===== src/rtl/prim_rr_arb_pkg.sv =====
// Shared types and helpers for the prim_rr_arb round-robin arbiter.
package prim_rr_arb_pkg;

    // Packet-lock state of the arbiter (only used when packet locking is built in).
    typedef enum logic {
        ARB_FREE   = 1'b0,
        ARB_LOCKED = 1'b1
    } arb_state_e;

    // Width of a requester id tag; never narrower than one bit.
    function automatic int unsigned id_width(input int unsigned n);
        return (n > 1) ? $clog2(n) : 1;
    endfunction

endpackage


===== src/rtl/prim_fifo2.sv =====
// Two-entry ready/valid buffer with a downstream stall.
// Upstream ready depends only on the fill level, so there is no combinational
// path from the downstream handshake back to the producer.
module prim_fifo2 #(
    parameter int unsigned WIDTH = 8
) (
    input  logic             clk,
    input  logic             reset,
    input  logic             wvld,
    input  logic [WIDTH-1:0] wdat,
    output logic             wrdy,
    input  logic             stall,
    input  logic             rrdy,
    output logic             rvld,
    output logic [WIDTH-1:0] rdat
);

    logic [WIDTH-1:0] mem [2];
    logic             wr_ptr;
    logic             rd_ptr;
    logic [1:0]       cnt;
    logic             push;
    logic             pop;

    // Outputs are forced idle during reset so no beat completes in a reset cycle.
    assign wrdy = reset && (cnt != 2'd2);
    assign rvld = reset && (cnt != 2'd0) && !stall;
    assign rdat = mem[rd_ptr];
    assign push = wvld && wrdy;
    assign pop  = rvld && rrdy;

    // Occupancy and pointer bookkeeping.
    always_ff @(posedge clk) begin
        if (!reset) begin
            wr_ptr <= 1'b0;
            rd_ptr <= 1'b0;
            cnt    <= '0;
        end else begin
            if (push) wr_ptr <= ~wr_ptr;
            if (pop)  rd_ptr <= ~rd_ptr;
            cnt <= cnt + 2'(push) - 2'(pop);
        end
    end

    // Storage; a held head entry is never overwritten because the write slot differs.
    always_ff @(posedge clk) begin
        if (push) mem[wr_ptr] <= wdat;
    end

endmodule


===== src/rtl/prim_rr_arb.sv =====
// N-requester round-robin arbiter feeding a shared two-entry output buffer.
// Each accepted beat is tagged with its requester id.
// Optional feature macro PRIM_RR_ARB_LOCK_EN: adds ulast_i and holds the grant
// on one requester until it sends a beat with ulast_i set.
module prim_rr_arb
    import prim_rr_arb_pkg::*;
#(
    parameter  int unsigned N     = 4,
    parameter  int unsigned WIDTH = 32,
    localparam int unsigned IDW   = id_width(N)
) (
    input  logic               clk,
    input  logic               reset,
    input  logic [N-1:0]       uvld_i,
    input  logic [N*WIDTH-1:0] udat_i,
`ifdef PRIM_RR_ARB_LOCK_EN
    input  logic [N-1:0]       ulast_i,
`endif
    output logic [N-1:0]       urdy_o,
    input  logic               dstall_i,
    input  logic               drdy_i,
    output logic               dvld_o,
    output logic [WIDTH-1:0]   ddat_o,
    output logic [IDW-1:0]     did_o
);

    typedef struct packed {
        logic [IDW-1:0]   id;
        logic [WIDTH-1:0] data;
    } arb_beat_t;

    logic [IDW-1:0] ptr;
    logic [IDW-1:0] scan_grant;
    logic           scan_vld;
    logic [IDW-1:0] grant;
    logic           grant_vld;
    logic           beat_last;
    logic           fifo_wrdy;
    logic           ubeat;
    arb_beat_t      wbeat;
    arb_beat_t      rbeat;

    // Requester index at offset off from base, modulo N (base and off are both < N).
    function automatic logic [IDW-1:0] rot_idx(input logic [IDW-1:0] base,
                                               input int unsigned  off);
        int unsigned s;
        s = 32'(base) + off;
        if (s >= N) s = s - N;
        return IDW'(s);
    endfunction

    // Rotating-priority scan: first valid requester starting at ptr.
    always_comb begin
        scan_grant = '0;
        scan_vld   = 1'b0;
        for (int unsigned k = 0; k < N; k++) begin
            if (!scan_vld && uvld_i[rot_idx(ptr, k)]) begin
                scan_vld   = 1'b1;
                scan_grant = rot_idx(ptr, k);
            end
        end
    end

`ifdef PRIM_RR_ARB_LOCK_EN
    arb_state_e     state;
    arb_state_e     state_next;
    logic [IDW-1:0] lock_id;
    logic [IDW-1:0] lock_id_next;

    // Lock state register.
    always_ff @(posedge clk) begin
        if (!reset) begin
            state   <= ARB_FREE;
            lock_id <= '0;
        end else begin
            state   <= state_next;
            lock_id <= lock_id_next;
        end
    end

    // Grant select: a locked requester is the only candidate, valid or not.
    always_comb begin
        grant     = scan_grant;
        grant_vld = scan_vld;
        if (state == ARB_LOCKED) begin
            grant     = lock_id;
            grant_vld = uvld_i[lock_id];
        end
        beat_last = ulast_i[grant];
    end

    // Lock next-state: a non-last beat locks onto its source, a last beat frees.
    always_comb begin
        state_next   = state;
        lock_id_next = lock_id;
        if (ubeat) begin
            if (beat_last) begin
                state_next = ARB_FREE;
            end else begin
                state_next   = ARB_LOCKED;
                lock_id_next = grant;
            end
        end
    end
`else
    assign grant     = scan_grant;
    assign grant_vld = scan_vld;
    assign beat_last = 1'b1;
`endif

    assign ubeat = grant_vld && fifo_wrdy;

    // Only the granted requester sees ready.
    always_comb begin
        urdy_o        = '0;
        urdy_o[grant] = ubeat;
    end

    // Round-robin pointer moves past the winner on every completed beat (packet).
    always_ff @(posedge clk) begin
        if (!reset) begin
            ptr <= '0;
        end else if (ubeat && beat_last) begin
            ptr <= (grant == IDW'(N - 1)) ? '0 : grant + 1'b1;
        end
    end

    assign wbeat.id   = grant;
    assign wbeat.data = udat_i[32'(grant)*WIDTH +: WIDTH];

    prim_fifo2 #(
        .WIDTH(IDW + WIDTH)
    ) u_fifo (
        .clk   (clk),
        .reset (reset),
        .wvld  (grant_vld),
        .wdat  (wbeat),
        .wrdy  (fifo_wrdy),
        .stall (dstall_i),
        .rrdy  (drdy_i),
        .rvld  (dvld_o),
        .rdat  (rbeat)
    );

    assign ddat_o = rbeat.data;
    assign did_o  = rbeat.id;

endmodule

===== config.mk =====
export PLATFORM = sky130hd
export DESIGN_NAME = prim_rr_arb
export DESIGN_NICKNAME = d
export VERILOG_FILES = /design/src/rtl/prim_rr_arb_pkg.sv /design/src/rtl/prim_fifo2.sv /design/src/rtl/prim_rr_arb.sv
export SDC_FILE = /design/constraint.sdc
export NUM_CORES = 1
export LEC_CHECK = 0
export BUFFER_PORTS_ARGS = -buffer_cell sky130_fd_sc_hd__buf_2
export CORE_ASPECT_RATIO = 0.75
export CORE_UTILIZATION = 24
export CTS_CLUSTER_SIZE = 25
export DETAILED_ROUTE_END_ITERATION = 10
export GPL_ROUTABILITY_DRIVEN = 0
export SYNTH_ARGS = -nofsm -noshare
export SYNTH_HDL_FRONTEND = slang
export SYNTH_HIERARCHICAL = 1
export SYNTH_SLANG_ARGS = --single-unit

===== constraint.sdc =====
create_clock -name clk -period 4.4 [get_ports clk]
set_input_delay 0.22 -clock clk [delete_from_list [all_inputs] [get_ports clk]]
set_output_delay 0.22 -clock clk [all_outputs]
set_load 0.02 [all_outputs]

* Word-level counts from Yosys, hierarchy flattened
Memory sizes are Yosys's and may differ from the RTL's. A register that Yosys moved wholly into a read port is not among the register bits.
Cells that the tools add are included.
** Word-level totals
- Register bits after elaboration :: 6
- RAM bits :: 68
- Input port bits :: 136
- Output and inout port bits :: 39
- Logic and storage cells :: 72
- Memories kept :: 1
** Memories
- u_fifo.mem :: depth 2, bits a word 34, rd ports 1, clocked after Yosys merged registers in 1, write ports 1, RTL line prim_fifo2.sv:18 : logic [WIDTH-1:0] mem [2];
** Operators by class
- $add $sub $neg :: 10
- Magnitude comparators :: 10
- Eq/ne operators :: 2
- Shift-type cells :: 1
- Multiplexer cells :: 27
- Bitwise gates (word level) :: 3
- Reduce and logical (&&, ||, !) cells :: 14
** Operators by type and width (number)
- 128-bit by 8-bit indexed part select with 32-bit output :: 1
- 2-bit 2-to-1 mux :: 9
- 2-bit by 3-bit < comparator with 1-bit output, second input constant :: 5
- 1-bit 2-to-1 mux :: 13
- 3-bit >= comparator, second input constant :: 3
- 1-bit logical AND :: 9
- 1-bit binary-select mux with 2-bit select :: 4
- 2-bit by 1-bit subtractor with 2-bit output, second input constant :: 4
- 2-bit by 2-bit adder with 3-bit output, second input constant :: 2
- 4-bit bitwise AND :: 1
- 1-bit logical NOT :: 4
- 2-bit by 1-bit adder with 3-bit output, second input constant :: 1
- 2-bit by 3-bit >= comparator with 1-bit output, second input constant :: 1
- 2-bit by 1-bit adder with 2-bit output :: 1
- 2-bit by 1-bit adder with 2-bit output, second input constant :: 1
- 1-bit demux with 2-bit select :: 1
- 2-bit equality test, second input constant :: 1
- 2-bit by 1-bit >= comparator with 1-bit output, second input constant :: 1
- 2-bit != test, second input constant :: 1
- 1-bit inverter :: 2
- 2-bit nonzero test :: 1
- 2-bit by 1-bit subtractor with 2-bit output :: 1

* Logic depth before layout (Yosys ltp)
Gate-level depths: netlist of run 1.
- Depth after elaboration :: 19
- Depth in mapped cells :: 9
- Gate-level depth less buffers :: 9

* Cells and area by module
Netlist of run 1, hierarchy kept.
** By module, submodules not included
- prim_fifo2 :: instances 1, cells each 134, area an instance 2882.8 µm², sequential area each 2142.1 µm²
- prim_rr_arb :: instances 1, cells each 133, area an instance 1262.5 µm², sequential area each 40.0 µm²

* Worst setup path after synthesis of run 1
Ideal clock, no wire load.
- Path type :: reg-to-reg
- Start :: reg u_fifo.cnt[0]
- End :: mem u_fifo/mem[0][0] in the netlist's numbering (enable)
- Setup time :: 425 ps
- Data arrival time :: 2025 ps
- Required time :: 3975 ps
- Path slack :: 1950 ps
- Cell stages (with the launch flop) :: 4
- Buffers on the path :: 0
- Period minus slack after synthesis :: 2450 ps
- Cell sequence :: dfxtp_1 nand2b_1 nand3_1 nor2_1
** On the way
- Cells in the longest elaborated chain, start to end :: 5
** Ends and longest elaborated chain
- from (decl) :: RTL line prim_fifo2.sv:21 : logic [1:0] cnt;
- from (signal assigned) :: RTL line prim_fifo2.sv:41 : cnt <= cnt + 2'(push) - 2'(pop);
- 2-bit != test :: RTL line prim_fifo2.sv:26 : assign wrdy = reset && (cnt != 2'd2);
- 1-bit logical AND :: RTL line prim_fifo2.sv:26
- 1-bit logical AND :: RTL line prim_fifo2.sv:29 : assign push = wvld && wrdy;
- 1-bit 2-to-1 mux :: RTL line prim_fifo2.sv:47 : if (push) mem[wr_ptr] <= wdat;
- 1-bit 2-to-1 mux (implied by the code) :: RTL line prim_fifo2.sv:47
- to (decl) :: RTL line prim_fifo2.sv:18
No other way between the ends.

* Final worst setup path of run 1
- Start :: reg ptr[0]
- End :: out urdy_o[0]
** On the way
- Cells in the longest elaborated chain, start to end :: 19
- Elaborated cells between the ends (all ways) :: 44
- Those cells by class :: add/sub: 7; order compare: 6; mux: 22; bitwise: 1; reduce/logical: 8
** Ends and longest elaborated chain
- from (decl) :: RTL line prim_rr_arb.sv:32 : logic [IDW-1:0] ptr;
- from (signal assigned) :: RTL line prim_rr_arb.sv:124 : ptr <= (grant == IDW'(N - 1)) ? '0 : grant + 1'b1;
- parallel branches: the longest is 18 deep, another holds 2-bit by 1-bit adder with 3-bit output
- 4-bit bitwise AND (no source line) (*)
- to (decl) :: RTL line prim_rr_arb.sv:19 : output logic [N-1:0] urdy_o,
Mark *: on every way between the ends. The select of a mux whose other input is x is not followed.

==> flow_metrics.env, run 1 <==
export IMPL_rows=41
export IMPL_hold_end="ptr[0]$_SDFFE_PN0P_"
export IMPL_htree_levels=3
export IMPL_drcViolationCount=0
export IMPL_synth_area_mm2=0.00415
export IMPL_clock_latency_ns=0.33
export IMPL_ios=175
export IMPL_track_usage_pct=10.0
export IMPL_drt_iter0_markers=118
export IMPL_period_minus_slack_ns=2.61
export IMPL_avgSynthCellArea_um2=15.5
export IMPL_highest_layer="met4"
export IMPL_worstReg2RegEnd="u_fifo/mem[0][22]$_DFFE_PP_"
export IMPL_n_fill_cell=1709
export IMPL_dr_pass1_iters=4
export IMPL_worstSetupStartpointType="flop"
export IMPL_post_cts_buffers=0
export IMPL_ys_seq_elements=75
export IMPL_final_cell_mix="buf_2 (174), mux2i_1 (99), edfxtp_1 (68), mux2_4 (30), clkbuf_16 (9)"
export IMPL_drive_gt1_share_pct=53.2
export IMPL_cts_buffers=9
export IMPL_grt_pass1_vias=2707
export IMPL_layout_nets=578
export IMPL_die_height_um=116
export IMPL_post_route_period_util_pct=59.3
export IMPL_r2r_slack_ns=2.11
export IMPL_relSlewSlack_pct=28.2
export IMPL_ys_seq_area_share_pct=52.6
export IMPL_coreArea_mm2=0.0169
export IMPL_grt_ovfl_total=0
export IMPL_die_area_mm2=0.0178
export IMPL_criticalPathCategory="flop to primary output"
export IMPL_met1Wirelength_mm=3.76
export IMPL_synth_distinct_cells=30
export IMPL_cap_violations=0
export IMPL_viasPerCell=4.22
export IMPL_layout_commonest_cell="buf_2"
export IMPL_setup_tns_ns=0
export IMPL_cts_buffer_depth=2
export IMPL_clkSlewWorstSetupHoldPaths_ns=0.05
export IMPL_critPathRequiredTime_ns=4.18
export IMPL_wl_met2_mm=4.22
export IMPL_met3RoutedLength_um=702
export IMPL_start_util_pct=24.6
export IMPL_p_leak_nw=2.34
export IMPL_io_buffers=174
export IMPL_grt_start_max_net_pins=46
export IMPL_fin_util_pct=32.1
export IMPL_clockRootBuffer="clkbuf_16"
export IMPL_fmax_mhz=383
export IMPL_die_x_um=154
export IMPL_skew_ns=0.00521
export IMPL_min_path_cells=3
export IMPL_grt_pass1_wl_mm=13.2
export IMPL_diodes=0
export IMPL_cts_tree="built"
export IMPL_detail_route_antenna_nets=0
export IMPL_area_growth_pct=30.8
export IMPL_setup_viol=0
export IMPL_wire_per_inst_um=13.4
export IMPL_hp_class="input port to flop"
export IMPL_yosysWarnings=6
export IMPL_hold_start="reset"
export IMPL_crit_fanout=20
export IMPL_cts_resized=0
export IMPL_drt_wl_total_mm=8.81
export IMPL_status="completed"
export IMPL_hpwl_mm=6.40
export IMPL_num_vias=2778
export IMPL_clock_sinks=75
export IMPL_worstMarginPinSlew_ns=1.07
export IMPL_cts_hold_buf=0
export IMPL_synth_nets=405
export IMPL_peakVddDrop_mv=0.150
export IMPL_r2r_start="ptr[0]$_SDFFE_PN0P_"
export IMPL_antenna_found_initial=0
export IMPL_arrival_ns=2.39
export IMPL_hold_viol=0
export IMPL_grt_setup_unrepaired="false"
export IMPL_slew_violations=0
export IMPL_r2r_cells=5
export IMPL_end_kind="primary output"
export IMPL_power_density_mw_per_mm2=424
export IMPL_postSynthCellCount=267
## cell type report
| type | count | area [um^2] | share of cell area [%] |
|---|---|---|---|
| sequential | 75 | 2180 | 40.3 |
| multi-input combinational | 174 | 1810 | 33.4 |
| timing repair buffer | 178 | 901 | 16.6 |
| tap | 215 | 269 | 4.96 |
| clock buffer | 11 | 233 | 4.29 |
| clock inverter | 4 | 18.8 | 0.346 |
| inverter | 2 | 7.51 | 0.138 |
## through the flow
stage | hold slack (ns) | instance area, um^2 | setup WS [ns] | power (mW) | instances
CTS | 0.206 | 5420 | 1.69 | 2.35 | 659
global route | 0.214 | 5420 | 1.56 | 2.43 | 659
finish | 0.221 | 5420 | 1.79 | 2.30 | 659
detailed placement | 0.471 | 5170 | 2.06 | 1.70 | 644
floorplan | 0.342 | 4150 | 1.95 | 1.50 | 267
global placement | 0.463 | 5170 | 2.14 | 1.68 | 644
## state kept, by name, indices dropped and copies added, names as in the netlist, named ones only
register       cells
u_fifo/mem        68
u_fifo/cnt         2
u_fifo/wr_ptr      1
ptr                2
u_fifo/rd_ptr      1
## synthesized netlist by cell type
library cell / n / share of area [%]
xnor2_1: 2 / 0.42
nor2_1: 4 / 0.36
a2bb2oi_1: 1 / 0.21
nor3_2: 3 / 0.72
and3_1: 1 / 0.15
mux2i_1: 99 / 24
o21ai_0: 2 / 0.24
buf_4: 1 / 0.18
buf_12: 3 / 1.4
o21bai_1: 1 / 0.18
and3_4: 1 / 0.27
or4_4: 1 / 0.27
edfxtp_1: 68 / 49
ha_1: 2 / 0.60
buf_6: 8 / 2.2
mux2_2: 4 / 1.1
nand3_1: 1 / 0.12
buf_2: 4 / 0.48
dfxtp_1: 7 / 3.4
nor3b_4: 1 / 0.45
and2_1: 4 / 0.60
a21oi_1: 5 / 0.60
nand2b_1: 2 / 0.30
mux2_4: 30 / 11
nand3b_1: 1 / 0.18
inv_1: 2 / 0.18
nand2_1: 5 / 0.45
and2_4: 1 / 0.21
nor3b_1: 2 / 0.36
nor3b_2: 1 / 0.30
## worst max path at each step
stage	end	cells past startpoint	slack [ns]	from
4_1_cts	urdy_o[0]	6	1.69	ptr[1]$_SDFFE_PN0P_
3_3_place_gp	u_fifo/mem[0][22]$_DFFE_PP_	5	2.14	ptr[0]$_SDFFE_PN0P_
3_5_place_dp	u_fifo/mem[0][22]$_DFFE_PP_	5	2.06	ptr[1]$_SDFFE_PN0P_
6_report	urdy_o[0]	6	1.79	ptr[0]$_SDFFE_PN0P_
5_1_grt	urdy_o[0]	6	1.56	ptr[1]$_SDFFE_PN0P_
2_1_floorplan	u_fifo/mem[0][0]$_DFFE_PP_	3	1.95	u_fifo/cnt[0]$_SDFF_PN0_
## cell families (layout without fill, tap and decap cells)
logic type	count (synthesis)	after routing	share of synthesized area [%]
buffers and inverters	18	195	4.47
XOR/XNOR	2	2	0.423
AO/OA/AOI/OAI	9	9	1.24
multiplexers	133	133	35.9
AND/OR/NAND/NOR	28	28	4.77
flip-flops	75	75	52.6
adder cells (fa/ha/maj)	2	2	0.604
## layer usage
metal  up-vias  global-route usage [%]
li1       1369                       -
met4         0                    4.07
met3         9                    4.53
met2       121                    17.0
met1      1279                    11.1
met5         -                       0
## critical path, stage by stage, from the launching register on
cell,delay [ns]
dfxtp_1,0.35
inv_1,0.06
a21oi_1,0.24
a2bb2oi_4,0.60
buf_4,0.48
nor3_2,0.12
buf_2,0.20
## power by group
| part | internal, mW | total, mW | switching, mW |
|---|---|---|---|
| clock | 0.373 | 0.631 | 0.258 |
| combinational | 0.322 | 0.697 | 0.375 |
| sequential | 0.931 | 0.969 | 0.0385 |
| total | 1.63 | 2.30 | 0.671 |
Note: power is estimated with default switching activity, not from simulation.
==> run 2, diff against run 1 <==
Settings changed: ABC_AREA set to 1.
Clock period 4.4 ns to 2.43 ns, I/O delays scaled along.
==> flow_metrics.env, run 2 <==
export IMPL_drt_wl_total_mm=12.0
export IMPL_slew_violations=0
export IMPL_top_regs="u_fifo/mem: 68 flops, ptr: 2 flops, u_fifo/cnt: 2 flops"
export IMPL_area_growth_pct=29.2
export IMPL_ys_async_sr_fraction_pct=0
export IMPL_worst_slack_ns=0.217
export IMPL_yosysWarnings=6
export IMPL_p_leak_nw=2.48
export IMPL_layout_commonest_cell="buf_2"
export IMPL_dr_pass1_iters=4
export IMPL_clock_sinks=75
export IMPL_yosys_top_cells_area="edfxtp_1 (46%), nand3_1 (13%), mux2_4 (10%)"
export IMPL_detail_route_antenna_nets=0
export IMPL_coreArea_mm2=0.0179
export IMPL_cts_buffers=9
export IMPL_fmax_mhz=452
export IMPL_ios=175
export IMPL_grt_ovfl_total=0
export IMPL_clock_latency_ns=0.33
export IMPL_largest_register="u_fifo/mem"
export IMPL_die_height_um=120
export IMPL_clkSlewWorstSetupHoldPaths_ns=0.06
export IMPL_post_route_period_util_pct=91.1
export IMPL_final_cell_mix="buf_2 (174), nand3_1 (118), edfxtp_1 (68), nand2_1 (45), nand4_1 (33)"
export IMPL_hpwl_mm=8.88
export IMPL_cap_violations=0
export IMPL_htree_levels=3
export IMPL_period_minus_slack_ns=2.21
export IMPL_criticalPathCategory="flop to primary output"
export IMPL_status="completed"
export IMPL_yosys_area_top_type="edfxtp_1"
export IMPL_ys_seq_elements=75
export IMPL_start_util_pct=25.0
export IMPL_synth_top_area_share_pct=45.7
export IMPL_critPathRequiredTime_ns=2.31
export IMPL_pre_cts_ws_ns=0.0721
export IMPL_antenna_found_initial=0
export IMPL_drt_iter0_markers=216
export IMPL_setup_tns_ns=0
export IMPL_synth_distinct_cells=28
export IMPL_die_area_mm2=0.0192
export IMPL_num_vias=3739
export IMPL_relSlewSlack_pct=63.6
export IMPL_setup_viol=0
export IMPL_power_density_mw_per_mm2=1640
export IMPL_end_kind="primary output"
export IMPL_grt_pass1_vias=3573
export IMPL_avgSynthCellArea_um2=10.7
export IMPL_hold_viol=0
export IMPL_arrival_ns=2.09
export IMPL_skew_ns=0.00386
export IMPL_wire_per_inst_um=14.4
export IMPL_rows=42
export IMPL_synth_edf_count=68
export IMPL_drive_gt1_share_pct=47.2
export IMPL_cts_hold_buf=0
export IMPL_synth_area_mm2=0.00447
export IMPL_r2r_slack_ns=0.33
export IMPL_viasPerCell=4.51
export IMPL_diodes=0
export IMPL_cts_tree="built"
export IMPL_worstSetupStartpointType="flop"
export IMPL_grt_start_max_net_pins=67
export IMPL_drcViolationCount=0
export IMPL_synth_main_ff_cell="edfxtp_1"
export IMPL_cts_buffer_depth=2
export IMPL_largest_reg_flops=68
export IMPL_track_usage_pct=12.7
export IMPL_synth_most_common_cell="nand3_1"
export IMPL_ys_seq_area_share_pct=48.8
export IMPL_clockRootBuffer="clkbuf_16"
export IMPL_io_buffers=174
export IMPL_peakVddDrop_mv=1.11
export IMPL_hp_class="input port to flop"
export IMPL_ys_top_cells_by_count="nand3_1 (119), edfxtp_1 (68), nand2_1 (46)"
export IMPL_crit_fanout=17
export IMPL_layout_nets=721
export IMPL_die_x_um=160
export IMPL_synth_nets=555
export IMPL_grt_pass1_wl_mm=18.8
export IMPL_worstMarginPinSlew_ns=0.545
export IMPL_postSynthCellCount=417
export IMPL_grt_setup_unrepaired="false"
run 2: cell types whose count changed in the layout (fill, tap and decap cells not counted), sizes merged, moves of 10 or more:
cell,previous run,this run
nand3,1,140
mux2i,99,0
nand2,5,52
nand4,0,33
inv,2,25
nor2,4,15
buf,178,188
run 2: power breakdown:
| group | switching [mW] | leakage, nW | internal (mW) |
|---|---|---|---|
| clock network | 0.498 | 0.132 | 0.780 |
| logic | 3.64 | 1.65 | 1.89 |
| registers | 0.159 | 0.699 | 2.53 |
| total | 4.29 | 2.48 | 5.21 |
run 2: cell families after synthesis:
logic type | synth area share (%)
fa+ha+maj | 0.559
buf+inv | 9.26
mux | 11.1
flops | 48.8
xor+xnor | 0.196
simple gates | 29.7
compound gates | 0.447
run 2: per-layer routing:
metal  GRT usage [%]  vias to the layer above  routed length [um]
met1            16.0                     1774                5480
li1                -                     1848                   -
met2            21.2                      109                5690
met3            4.08                        8                 705
met4            2.94                        0                  95
met5               0                        -                   0
run 2: timing repair:
item,4_1_cts,5_1_grt
buffers inserted,0,0
cloned,0,0
pin swaps,0,0
endpoints found under the setup margin,2,69
resized for setup,1,9
run 2: critical path, stage by stage, from the launching register on:
cell     delay (ns)
dfxtp_4        0.37
buf_4          0.15
nand2_1        0.06
nand2_2        0.07
nand2_1        0.06
nand2_1        0.08
nor2_4         0.14
nand3_2        0.10
nand3_4        0.08
inv_2          0.11
buf_4          0.23
nor3_2         0.12
buf_2          0.19
run 2: area by class of cell:
type,count,area (um^2)
Multi-Input combinational cell,283,1890
Tap cell,242,303
Clock buffer,9,225
Timing Repair Buffer,188,1010
Inverter,26,103
Sequential cell,75,2190
Fill cell,1856,12100
Clock inverter,6,57.6
run 2: final timing paths:
kind,startpoint,endpoint,cells past startpoint
worst max register to register,ptr[0]$_SDFFE_PN0P_,u_fifo/cnt[1]$_SDFF_PN0_,15
worst min-delay path,reset,u_fifo/cnt[0]$_SDFF_PN0_,3
worst min register to register,u_fifo/rd_ptr$_SDFFE_PN0P_,u_fifo/rd_ptr$_SDFFE_PN0P_,4
worst max-delay path,ptr[0]$_SDFFE_PN0P_,urdy_o[3],12
run 2: stage by stage:
stage / hold slack, ns / total power [mW] / std cells / cell area, um^2 / utilization, %
CTS: 0.0782 / 9.56 / 829 / 5760 / 32.1
finish: 0.0860 / 9.50 / 829 / 5780 / 32.3
floorplan: 0.215 / 7.35 / 417 / 4480 / -
global placement: 0.432 / 8.19 / 814 / 5470 / 30.5
global route: 0.104 / 10.3 / 829 / 5780 / 32.3
detailed placement: 0.437 / 8.24 / 814 / 5470 / 30.5
==> run 3, diff against run 2 <==
Settings changed: ABC_AREA 1 to unset.
==> flow_metrics.env, run 3 (same netlist as run 1, synthesis figures left out) <==
export IMPL_hold_viol=0
export IMPL_fmax_mhz=465
export IMPL_cts_buffers=9
export IMPL_hp_class="input port to flop"
export IMPL_total_power_mw=4.54
export IMPL_path_delay_family="simple AND/OR/NAND/NOR gates"
export IMPL_crit_fanout=6
export IMPL_largest_register="u_fifo/mem"
export IMPL_post_place_cells=651
export IMPL_relSlewSlack_pct=39.6
export IMPL_status="completed"
export IMPL_htree_levels=3
export IMPL_skew_ns=0.00332
export IMPL_cts_hold_buf=0
export IMPL_arrival_ns=2.03
export IMPL_io_buffers=174
export IMPL_cts_buffer_depth=2
export IMPL_coreArea_mm2=0.0169
export IMPL_grt_start_max_net_pins=35
export IMPL_layout_commonest_cell="buf_2"
export IMPL_cp_slowest_stage_delay_ns=0.45
export IMPL_drt_iter0_markers=118
export IMPL_start_util_pct=24.6
export IMPL_viasPerCell=4.17
export IMPL_post_cts_buffers=0
export IMPL_worstMarginPinSlew_ns=0.906
export IMPL_cap_violations=0
export IMPL_rows=41
export IMPL_track_usage_pct=10.3
export IMPL_num_vias=2783
export IMPL_dpl_instance_area_mm2=0.00526
export IMPL_criticalPathCategory="flop to primary output"
export IMPL_end_kind="primary output"
export IMPL_critPathRequiredTime_ns=2.31
export IMPL_setup_viol=0
export IMPL_clock_sinks=75
export IMPL_fin_area_mm2=0.00559
export IMPL_die_height_um=116
export IMPL_power_density_mw_per_mm2=812
export IMPL_diodes=0
export IMPL_whs_ns=0.119
export IMPL_grt_pass1_wl_mm=13.8
export IMPL_pre_cts_ws_ns=0.303
export IMPL_final_cell_mix="buf_2 (174), mux2i_1 (99), edfxtp_1 (68), mux2_4 (30), clkbuf_16 (9)"
export IMPL_top_regs="u_fifo/mem: 68 flops, ptr: 2 flops, u_fifo/cnt: 2 flops"
export IMPL_clockRootBuffer="clkbuf_16"
export IMPL_ios=175
export IMPL_largest_reg_flops=68
export IMPL_dr_pass1_iters=4
export IMPL_detail_route_antenna_nets=0
export IMPL_grt_setup_unrepaired="false"
export IMPL_drive_gt1_share_pct=54.0
export IMPL_critPathSlowestCell="dfxtp_1"
export IMPL_clkSlewWorstSetupHoldPaths_ns=0.05
export IMPL_cts_resized=0
export IMPL_grt_pass1_vias=2794
export IMPL_antenna_found_initial=0
export IMPL_clock_latency_ns=0.33
export IMPL_peakVddDrop_mv=0.267
export IMPL_setup_tns_ns=0
export IMPL_area_growth_pct=34.9
export IMPL_drcViolationCount=0
export IMPL_hpwl_mm=6.86
export IMPL_worst_slack_ns=0.282
export IMPL_critPathBufInv=2
export IMPL_drt_wl_total_mm=9.02
export IMPL_fin_util_pct=33.1
export IMPL_worstSetupStartpointType="flop"
export IMPL_layout_nets=585
export IMPL_p_leak_nw=2.42
export IMPL_wire_per_inst_um=13.5
export IMPL_grt_ovfl_total=0
export IMPL_die_x_um=154
export IMPL_post_route_period_util_pct=88.4
export IMPL_stdcell_count=667
export IMPL_die_area_mm2=0.0178
export IMPL_cts_tree="built"
export IMPL_slew_violations=0
export IMPL_path_cells="mux2i_1 -> nor2_1 -> nor3_4 -> buf_4 -> and3_4 -> buf_2"
export IMPL_period_minus_slack_ns=2.15
[run 3: final timing paths]
kind | from | endpoint | slack [ns] | depth (start not counted)
worst min-delay path | reset | ptr[0]$_SDFFE_PN0P_ | 0.12 | 3
worst max-delay path | ptr[1]$_SDFFE_PN0P_ | urdy_o[3] | 0.28 | 6
worst max register to register | ptr[1]$_SDFFE_PN0P_ | u_fifo/mem[1][2]$_DFFE_PP_ | 0.35 | 6
worst min register to register | u_fifo/rd_ptr$_SDFFE_PN0P_ | flop | 0.48 | 2
[run 3: layout make-up]
cell class / count / area (um^2)
clock buffer: 9 / 225
clock inverter: 7 / 106
fill: 1678 / 11300
inverter: 2 / 7.51
multi-input combinational: 174 / 1810
sequential: 75 / 2180
tap: 215 / 269
timing repair buffer: 185 / 991
[run 3: report_power, final]
part	switching, mW	total, mW	internal (mW)
Combinational	0.706	1.33	0.624
Sequential	0.0549	1.74	1.68
Clock	0.483	1.47	0.989
[run 3: worst register-to-register path: stages (launching register included)]
cell	delay, ns
dfxtp_1	0.45
mux2i_1	0.21
nor2_1	0.08
nor3_4	0.38
buf_12	0.26
mux2i_1	0.30
mux2i_1	0.13
[run 3: routing by layer]
| metal | track usage, % | vias up | share of wire (%) |
|---|---|---|---|
| met2 | 18.2 | 108 | 49 |
| met4 | 4.80 | 0 | 1.7 |
| li1 | - | 1380 | - |
| met5 | 0 | - | 0 |
| met1 | 11.2 | 1286 | 43 |
| met3 | 3.78 | 9 | 7.0 |
